[config.mk]
export PLATFORM = sky130hd
export DESIGN_NAME = meas_window_ctl
export DESIGN_NICKNAME = d
export VERILOG_FILES = /design/src/rtl/meas_window_ctl.sv
export SDC_FILE = /design/constraint.sdc
export NUM_CORES = 1
export LEC_CHECK = 0
export ABC_AREA = 1
export BUFFER_PORTS_ARGS = -buffer_cell sky130_fd_sc_hd__buf_4
export CORE_MARGIN = 4
export CORE_UTILIZATION = 30
export DETAILED_ROUTE_END_ITERATION = 10
export GPL_ROUTABILITY_DRIVEN = 0
export PLACE_DENSITY = 0.57
export SLEW_MARGIN = 30
export SYNTH_ARGS = -nofsm -noshare
export SYNTH_HDL_FRONTEND = slang
export SYNTH_SLANG_ARGS = --single-unit
[constraint.sdc]
create_clock -name clk -period 5.2 [get_ports clk]
set_input_delay 0.26 -clock clk [delete_from_list [all_inputs] [get_ports clk]]
set_output_delay 0.26 -clock clk [all_outputs]
set_load 0.02 [all_outputs]
[src/rtl/meas_window_ctl.sv]
// -----------------------------------------------------------------------------
// meas_window_ctl
//
// Measurement-window controller. Sits inline on a 134-bit control-flit path,
// terminates register reads/writes addressed to its own module ID (LMID) and
// forwards every other flit with one cycle of registered latency. A small FSM
// (IDLE -> RUN -> DRAIN -> CLR) opens a measurement window, drains it, and
// pulses a one-cycle statistics clear at the end of every window.
//
// Optional feature macro: MWC_PKT_LIMIT_EN
//   defined   : PKT_MAX register (0x60000003) exists and a window also ends
//               when the packet count reaches a nonzero PKT_MAX (cause 10).
//   undefined : writes to 0x60000003 are dropped, reads return 0, and windows
//               end only by timer or abort.
//
// Ports
//   clk               in   1    sole clock
//   rst_n             in   1    asynchronous active-low reset
//   cin_mwc_data      in   134  control flit from upstream
//   cin_mwc_data_wr   in   1    upstream flit valid
//   cout_mwc_ready    out  1    ready to upstream (mirrors cin_mwc_ready)
//   cout_mwc_data     out  134  forwarded / response flit
//   cout_mwc_data_wr  out  1    downstream flit valid
//   cin_mwc_ready     in   1    downstream ready
//   in_pkt_wr         in   1    one pulse per metadata word accepted
//   out_sent_start    out  1    high while the window is open (RUN)
//   out_sent_end      out  1    high while the window drains (DRAIN)
//   out_stat_reset    out  1    one-cycle statistics clear (CLR)
//   out_busy          out  1    high whenever the FSM is not IDLE
//
// Register map
//   0x60000000 CTRL      bit0 ARM, bit1 CONT
//   0x60000001 WIN_LEN   window length in cycles
//   0x60000002 DRAIN_LEN drain length in cycles (0 behaves as 1)
//   0x60000003 PKT_MAX   packet limit (0 = no limit)
//   0x60000008 STATUS    {state[18:16], cause[15:14], epoch[13:0]} (read only)
//   0x60000009 PKT_CNT   packets counted in the current/last window (read only)
// -----------------------------------------------------------------------------
module meas_window_ctl #(
  parameter logic [7:0] LMID = 8'd6
) (
  input  logic         clk,
  input  logic         rst_n,
  input  logic [133:0] cin_mwc_data,
  input  logic         cin_mwc_data_wr,
  output logic         cout_mwc_ready,
  output logic [133:0] cout_mwc_data,
  output logic         cout_mwc_data_wr,
  input  logic         cin_mwc_ready,
  input  logic         in_pkt_wr,
  output logic         out_sent_start,
  output logic         out_sent_end,
  output logic         out_stat_reset,
  output logic         out_busy
);

  // ---------------------------------------------------------------------------
  // Constants
  // ---------------------------------------------------------------------------
  localparam logic [1:0]  FLIT_HDR     = 2'b01;
  localparam logic [2:0]  OP_WR        = 3'b010;
  localparam logic [2:0]  OP_RD        = 3'b001;
  localparam logic [3:0]  RSP_OP       = 4'b1011;

  localparam logic [31:0] ADDR_CTRL    = 32'h6000_0000;
  localparam logic [31:0] ADDR_WIN     = 32'h6000_0001;
  localparam logic [31:0] ADDR_DRAIN   = 32'h6000_0002;
  localparam logic [31:0] ADDR_PKT_MAX = 32'h6000_0003;
  localparam logic [31:0] ADDR_STATUS  = 32'h6000_0008;
  localparam logic [31:0] ADDR_PKT_CNT = 32'h6000_0009;

  localparam logic [1:0]  CAUSE_TIMER  = 2'b01;
  localparam logic [1:0]  CAUSE_LIMIT  = 2'b10;
  localparam logic [1:0]  CAUSE_ABORT  = 2'b11;

  typedef enum logic [2:0] {
    ST_IDLE  = 3'd0,
    ST_RUN   = 3'd1,
    ST_DRAIN = 3'd2,
    ST_CLR   = 3'd3
  } state_t;

  // ---------------------------------------------------------------------------
  // State
  // ---------------------------------------------------------------------------
  // Flit path
  logic [133:0] r_out_data;
  logic         r_out_wr;
  logic         r_consume;     // drop the tail that follows a local write

  // Software-visible registers
  logic         r_arm;
  logic         r_cont;
  logic [31:0]  r_win_len;
  logic [31:0]  r_drain_len;

  // Window engine
  state_t       r_state;
  logic [31:0]  r_win_lat;     // window parameters frozen at RUN entry
  logic [31:0]  r_drain_lat;
  logic [31:0]  r_timer;
  logic [31:0]  r_pkt_cnt;
  logic [13:0]  r_epoch;
  logic [1:0]   r_cause;
  logic         r_sent_start;
  logic         r_sent_end;
  logic         r_stat_reset;
  logic         r_busy;

`ifdef MWC_PKT_LIMIT_EN
  logic [31:0]  r_pkt_max;
  logic [31:0]  r_pmax_lat;
`endif

  // ---------------------------------------------------------------------------
  // Flit field decode
  // ---------------------------------------------------------------------------
  logic [1:0]   w_flit_type;
  logic [2:0]   w_op;
  logic [7:0]   w_src;
  logic [7:0]   w_dst;
  logic [31:0]  w_addr;
  logic [31:0]  w_wdata;
  logic         w_local_hdr;
  logic         w_local_wr;
  logic         w_local_rd;
  logic         w_arm_clr_wr;
  logic [31:0]  w_rd_data;
  logic [133:0] w_rsp;

  assign w_flit_type = cin_mwc_data[133:132];
  assign w_op        = cin_mwc_data[126:124];
  assign w_src       = cin_mwc_data[111:104];
  assign w_dst       = cin_mwc_data[103:96];
  assign w_addr      = cin_mwc_data[95:64];
  assign w_wdata     = cin_mwc_data[31:0];

  // A flit arriving while r_consume is set is the tail of a local write and is
  // never decoded as a new header.
  assign w_local_hdr = cin_mwc_data_wr && !r_consume &&
                       (w_flit_type == FLIT_HDR) && (w_dst == LMID);
  assign w_local_wr  = w_local_hdr && (w_op == OP_WR) && cin_mwc_ready;
  assign w_local_rd  = w_local_hdr && (w_op == OP_RD);

  // Software clearing ARM: aborts an open window and blocks any RUN entry
  // evaluated in the same cycle.
  assign w_arm_clr_wr = w_local_wr && (w_addr == ADDR_CTRL) && !w_wdata[0];

  // Read-data mux
  always_comb begin
    // NOTE: default assignment first so every path drives w_rd_data and no latch is inferred.
    w_rd_data = '0;
    case (w_addr)
      ADDR_CTRL:    w_rd_data = {30'd0, r_cont, r_arm};
      ADDR_WIN:     w_rd_data = r_win_len;
      ADDR_DRAIN:   w_rd_data = r_drain_len;
`ifdef MWC_PKT_LIMIT_EN
      ADDR_PKT_MAX: w_rd_data = r_pkt_max;
`endif
      ADDR_STATUS:  w_rd_data = {13'd0, 3'(r_state), r_cause, r_epoch};
      ADDR_PKT_CNT: w_rd_data = r_pkt_cnt;
      default:      w_rd_data = '0;
    endcase
  end

  // Read response: new opcode, src/dst swapped, payload replaced, rest intact.
  assign w_rsp = {cin_mwc_data[133:128], RSP_OP, cin_mwc_data[123:112],
                  w_dst, w_src, cin_mwc_data[95:32], w_rd_data};

  // ---------------------------------------------------------------------------
  // Flit path: 1-cycle registered forward / response / consume
  // ---------------------------------------------------------------------------
  // NOTE: sequential state uses non-blocking (<=) so every register samples the
  // pre-edge values of the others, independent of statement order.
  always_ff @(posedge clk or negedge rst_n) begin
    if (!rst_n) begin
      r_out_data <= '0;
      r_out_wr   <= 1'b0;
      r_consume  <= 1'b0;
    end else begin
      r_out_data <= '0;
      r_out_wr   <= 1'b0;
      if (cin_mwc_data_wr) begin
        if (r_consume) begin
          r_consume <= 1'b0;
        end else if (w_local_wr) begin
          r_consume <= 1'b1;
        end else if (w_local_rd) begin
          r_out_wr   <= 1'b1;
          r_out_data <= w_rsp;
        end else begin
          r_out_wr   <= 1'b1;
          r_out_data <= cin_mwc_data;
        end
      end
    end
  end

  // ---------------------------------------------------------------------------
  // Window engine helpers
  // ---------------------------------------------------------------------------
  logic [31:0] w_timer_inc;
  logic [31:0] w_pkt_cnt_inc;
  logic        w_limit_hit;
  logic        w_enter_run;

  assign w_timer_inc   = r_timer + 32'd1;
  assign w_pkt_cnt_inc = (r_pkt_cnt == '1) ? r_pkt_cnt
                                           : r_pkt_cnt + {31'd0, in_pkt_wr};

`ifdef MWC_PKT_LIMIT_EN
  assign w_limit_hit = (r_pmax_lat != '0) && (w_pkt_cnt_inc >= r_pmax_lat);
`else
  assign w_limit_hit = 1'b0;
`endif

  // RUN is entered from IDLE when armed, or straight from CLR in continuous
  // mode. A zero WIN_LEN never opens a window.
  assign w_enter_run = r_arm && !w_arm_clr_wr && (r_win_len != '0) &&
                       ((r_state == ST_IDLE) ||
                        ((r_state == ST_CLR) && r_cont));

  // ---------------------------------------------------------------------------
  // Registers + FSM (single block: ARM is written by software and by the FSM)
  // ---------------------------------------------------------------------------
  always_ff @(posedge clk or negedge rst_n) begin
    if (!rst_n) begin
      // NOTE: every register here is a plain flop with a reset value; there is
      // no RAM in this block, so nothing is deliberately left unreset.
      r_arm        <= 1'b0;
      r_cont       <= 1'b0;
      r_win_len    <= '0;
      r_drain_len  <= '0;
      r_state      <= ST_IDLE;
      r_win_lat    <= '0;
      r_drain_lat  <= '0;
      r_timer      <= '0;
      r_pkt_cnt    <= '0;
      r_epoch      <= '0;
      r_cause      <= '0;
      r_sent_start <= 1'b0;
      r_sent_end   <= 1'b0;
      r_stat_reset <= 1'b0;
      r_busy       <= 1'b0;
`ifdef MWC_PKT_LIMIT_EN
      r_pkt_max    <= '0;
      r_pmax_lat   <= '0;
`endif
    end else begin
      // Software register writes (live copies; windows use latched copies)
      if (w_local_wr) begin
        case (w_addr)
          ADDR_CTRL: begin
            r_arm  <= w_wdata[0];
            r_cont <= w_wdata[1];
          end
          ADDR_WIN:     r_win_len   <= w_wdata;
          ADDR_DRAIN:   r_drain_len <= w_wdata;
`ifdef MWC_PKT_LIMIT_EN
          ADDR_PKT_MAX: r_pkt_max   <= w_wdata;
`endif
          default: ;
        endcase
      end

      if ((r_state == ST_RUN) || (r_state == ST_DRAIN)) begin
        r_pkt_cnt <= w_pkt_cnt_inc;
      end

      case (r_state)
        ST_IDLE: ;  // leaving IDLE is handled by w_enter_run below

        ST_RUN: begin
          // Priority: abort > timer > packet limit
          if (w_arm_clr_wr || (w_timer_inc >= r_win_lat) || w_limit_hit) begin
            r_state      <= ST_DRAIN;
            r_timer      <= '0;
            r_sent_start <= 1'b0;
            r_sent_end   <= 1'b1;
            if (w_arm_clr_wr) begin
              r_cause <= CAUSE_ABORT;
            end else if (w_timer_inc >= r_win_lat) begin
              r_cause <= CAUSE_TIMER;
            end else begin
              r_cause <= CAUSE_LIMIT;
            end
          end else begin
            r_timer <= w_timer_inc;
          end
        end

        ST_DRAIN: begin
          // A zero DRAIN_LEN still gives one drain cycle.
          if (w_timer_inc >= r_drain_lat) begin
            r_state      <= ST_CLR;
            r_sent_end   <= 1'b0;
            r_stat_reset <= 1'b1;
          end else begin
            r_timer <= w_timer_inc;
          end
        end

        ST_CLR: begin
          r_epoch      <= r_epoch + 14'd1;
          r_stat_reset <= 1'b0;
          if (!w_enter_run) begin
            r_state <= ST_IDLE;
            r_busy  <= 1'b0;
            r_arm   <= 1'b0;
          end
        end

        default: begin
          r_state      <= ST_IDLE;
          r_sent_start <= 1'b0;
          r_sent_end   <= 1'b0;
          r_stat_reset <= 1'b0;
          r_busy       <= 1'b0;
        end
      endcase

      // Window open: freeze parameters, clear timer and packet count.
      if (w_enter_run) begin
        r_state      <= ST_RUN;
        r_sent_start <= 1'b1;
        r_busy       <= 1'b1;
        r_timer      <= '0;
        r_pkt_cnt    <= '0;
        r_win_lat    <= r_win_len;
        r_drain_lat  <= r_drain_len;
`ifdef MWC_PKT_LIMIT_EN
        r_pmax_lat   <= r_pkt_max;
`endif
      end
    end
  end

  // ---------------------------------------------------------------------------
  // Outputs
  // ---------------------------------------------------------------------------
  // Ready is a straight pass-through, forced low while reset is held so that
  // every output reads 0 during reset.
  assign cout_mwc_ready   = cin_mwc_ready && rst_n;
  assign cout_mwc_data    = r_out_data;
  assign cout_mwc_data_wr = r_out_wr;
  assign out_sent_start   = r_sent_start;
  assign out_sent_end     = r_sent_end;
  assign out_stat_reset   = r_stat_reset;
  assign out_busy         = r_busy;

endmodule

==> results.py <==
metrics = {
    "clocking": {
        "cts_tree": "built",
        "ctsLongestPathBuffers": 3,
        "cts_resized": 0,
        "insertion_delay_ns": 0.57,
        "cts-root-buf": "clkbuf_16",
        "cts_inserted_buffers": 40,
        "clock_sinks": 352,
        "path_clk_slew_ns": 0.06,
        "postCtsSetupBuffers": 0,
        "postCtsHoldBufs": 135,
        "cts_max_level": 2,
    },
    "critical_path": {
        "worstPathMaxFanout": 31,
        "start_kind": "flop",
        "critPathArrivalTime_ns": 4.46,
        "path_cells": "nand2_1 -> nor2_1 -> nand2_1 -> nor2_1 -> nand2_1 -> inv_1 -> nand3_1 -> xnor2_1 -> ha_1 -> nand2_1 -> nand2_1 -> nand2_1 -> nand2_1 -> nand2_1 -> nand3_1 -> a21oi_1 -> nand4_1 -> nand2_2 -> clkinv_4 -> nand2_1 -> nand2_1",
        "required_ns": 5.65,
        "critPathMaxStageDelay_ns": 0.44,
        "crit_type": "flop to flop",
        "r2r_start": "r_timer[5]",
        "cp_common_cell": "nand2_1",
        "r2r_cells": 21,
        "slowest_stage": "nand2_2",
        "cp-startpoint": "r_timer[5]",
        "end_kind": "flop",
    },
    "yosys": {
        "ys_async_sr_fraction_pct": 100,
        "synth_top_family_by_area": "simple AND/OR/NAND/NOR gates",
        "synth.area.mux_share_pct": 0,
        "ys_seq_elements": 352,
        "yosysWarnings": 0,
        "netlist.area_leader.share_pct": 49.9,
        "synth.area.top_cells": "dfrtp_1 50%, nand2_1 11%, inv_1 7.3%",
        "synthCells": 2194,
        "synth_nets": 2407,
        "synth_fa_ha_area_share_pct": 5.25,
        "yosysUniqueCellTypes": 40,
        "seq_area_frac_synth_pct": 49.9,
        "synth_xor_xnor_area_share_pct": 2.48,
        "avgSynthCellArea_sq_um": 8.04,
        "yosys.area_share.simple_pct": 23.2,
        "yosysTopAreaCell": "dfrtp_1",
        "synth_edf_count": 0,
        "synth_compound_area_share_pct": 9.62,
        "synthesis.area_sq_um": 17700,
        "synth_ff_type": "dfrtp_1",
    },
    "sta": {
        "max_freq_mhz": 249,
        "period_needed_ns": 4.01,
        "relSlewSlack_pct": 40.8,
        "timing.final.ws_setup_ns": 1.19,
        "hold_slack_ns": 0.0400,
        "finalCritPeriodShare_pct": 77.1,
        "hold_viol": 0,
        "skew_ns": 0.0259,
        "grt_setup_unrepaired": "false",
        "worst_pin_slew_ns": 0.888,
        "setup_tns_ns": 0,
        "finalMaxSlewViolations": 0,
        "final-setup-viol-count": 0,
    },
    "grt": {
        "antenna_found_initial": 0,
        "grt_pass1_wl_mm": 88.0,
        "grt_overflow": 0,
        "grt_use_total_pct": 17.1,
        "grt_max_degree": 131,
        "grt_pass1_vias": 16300,
    },
    "floorplanning": {
        "die_height_um": 251,
        "rows": 88,
        "ios": 279,
        "dieArea_sq_um": 62800,
        "core_sq_um": 58000,
        "fp.dieW_um": 251,
        "start_util_pct": 30.4,
    },
    "finish": {
        "utilization_pct": 40.1,
        "nNetsFinal": 2803,
        "instances_no_fill": 3387,
        "layout_commonest_cell": "nand2_1",
        "layout-drive-gt1-share_pct": 15.1,
        "final_cell_mix": "530 x nand2_1, 352 x dfrtp_1, 343 x inv_1, 291 x buf_4, 216 x nor2_1",
        "postLayoutCellArea_sq_um": 23300,
        "area_delta_synth_final_pct": 31.8,
    },
    "routing": {
        "drc": 0,
        "wire_per_inst_um": 16.1,
        "num_vias": 15800,
        "wl_mm": 54.5,
        "postRouteAntennaNets": 0,
        "dr.first_iter.drc_count": 1016,
        "dr.pass1.iters": 5,
        "routed_via_density": 4.66,
    },
    "power_and_ir_drop": {
        "power_density_nw_per_um2": 279,
        "total_leakage_power_nw": 11.9,
        "vdd.ir_drop.worst_mv": 0.269,
        "finalPower_mw": 6.48,
    },
    "placement": {
        "place_ws_ns": 1.21,
        "place_area_sq_um": 20500,
        "placed_cells": 3177,
        "numPortBuffers": 278,
        "hpwl_mm": 39.2,
    },
    "worst_hold_path": {
        "min_path_type": "input pin to flop",
        "min_path_cells": 3,
        "hp-start": "cin_mwc_data[14]",
    },
    "flow_run": {
        "drv_cap": 0,
    },
    "run_status": {
        "outcome": "finished, final reports clean",
    },
}
-- routing by layer --
metal	GRT usage, %	routed length, um	up-vias
met5	0	0	-
met4	5.15	1570	0
met3	3.19	2870	98
met2	29.5	26700	423
met1	21.9	23400	7536
li1	-	-	7737
-- cells by family after synthesis --
logic type | after synthesis
compound gates | 324
xor+xnor | 50
fa+ha+maj | 74
buf+inv | 431
flops | 352
simple gates | 963
-- synthesized netlist by cell type (all sizes together), types with 6 or more instances --
cell type,number
a21oi,81
buf,37
clkbuf,38
dfrtp,352
ha,74
inv,355
nand2,536
nand3,77
nand4,66
nor2,224
nor3,33
nor3b,8
nor4,13
o211ai,14
o21a,6
o21ai,213
xnor2,10
xor2,40
-- where the power goes --
group	total, mW	internal, mW	switching, mW
logic	0.651	0.285	0.367
clock network	2.92	1.74	1.18
registers	2.91	2.83	0.0786
total	6.48	4.85	1.63
-- cell type report --
type / instances / area, sq um
clock inverter: 16 / 210
multi-input combinational: 1411 / 7190
tap: 765 / 957
antenna: 1 / 2.50
clock buffer: 57 / 1140
sequential: 352 / 8810
timing repair buffer: 429 / 3600
inverter: 356 / 1340
fill: 5808 / 34800
-- worst paths after layout --
check                           slack [ns]                 end
worst max-delay path                  1.19         r_timer[10]
worst min-delay path                  0.04     r_drain_len[14]
worst max register to register        1.19         r_timer[10]
worst min register to register        0.47          r_cause[0]
max in group asynchronous             3.41         r_timer[19]
min in group asynchronous             0.25  cout_mwc_data[104]
-- registers in the layout (all words and copies together) (netlist names), 2 cells and up --
name / cells
r_pkt_cnt: 32
r_drain_len: 32
r_state: 2
r_timer: 32
cout_mwc_data: 134
r_drain_lat: 32
r_cause: 2
r_win_lat: 32
r_win_len: 32
r_epoch: 14
-- critical path, delay by kind of cell, from the launching register on --
family,cells,cell delay [ns]
AO/OA/AOI/OAI,1,0.25
XOR/XNOR,1,0.33
adder cells (fa/ha/maj),1,0.31
buffers and inverters,2,0.44
flip-flops,1,0.43
AND/OR/NAND/NOR,16,2.11
No activity file was read; power rests on OpenSTA's default activity.
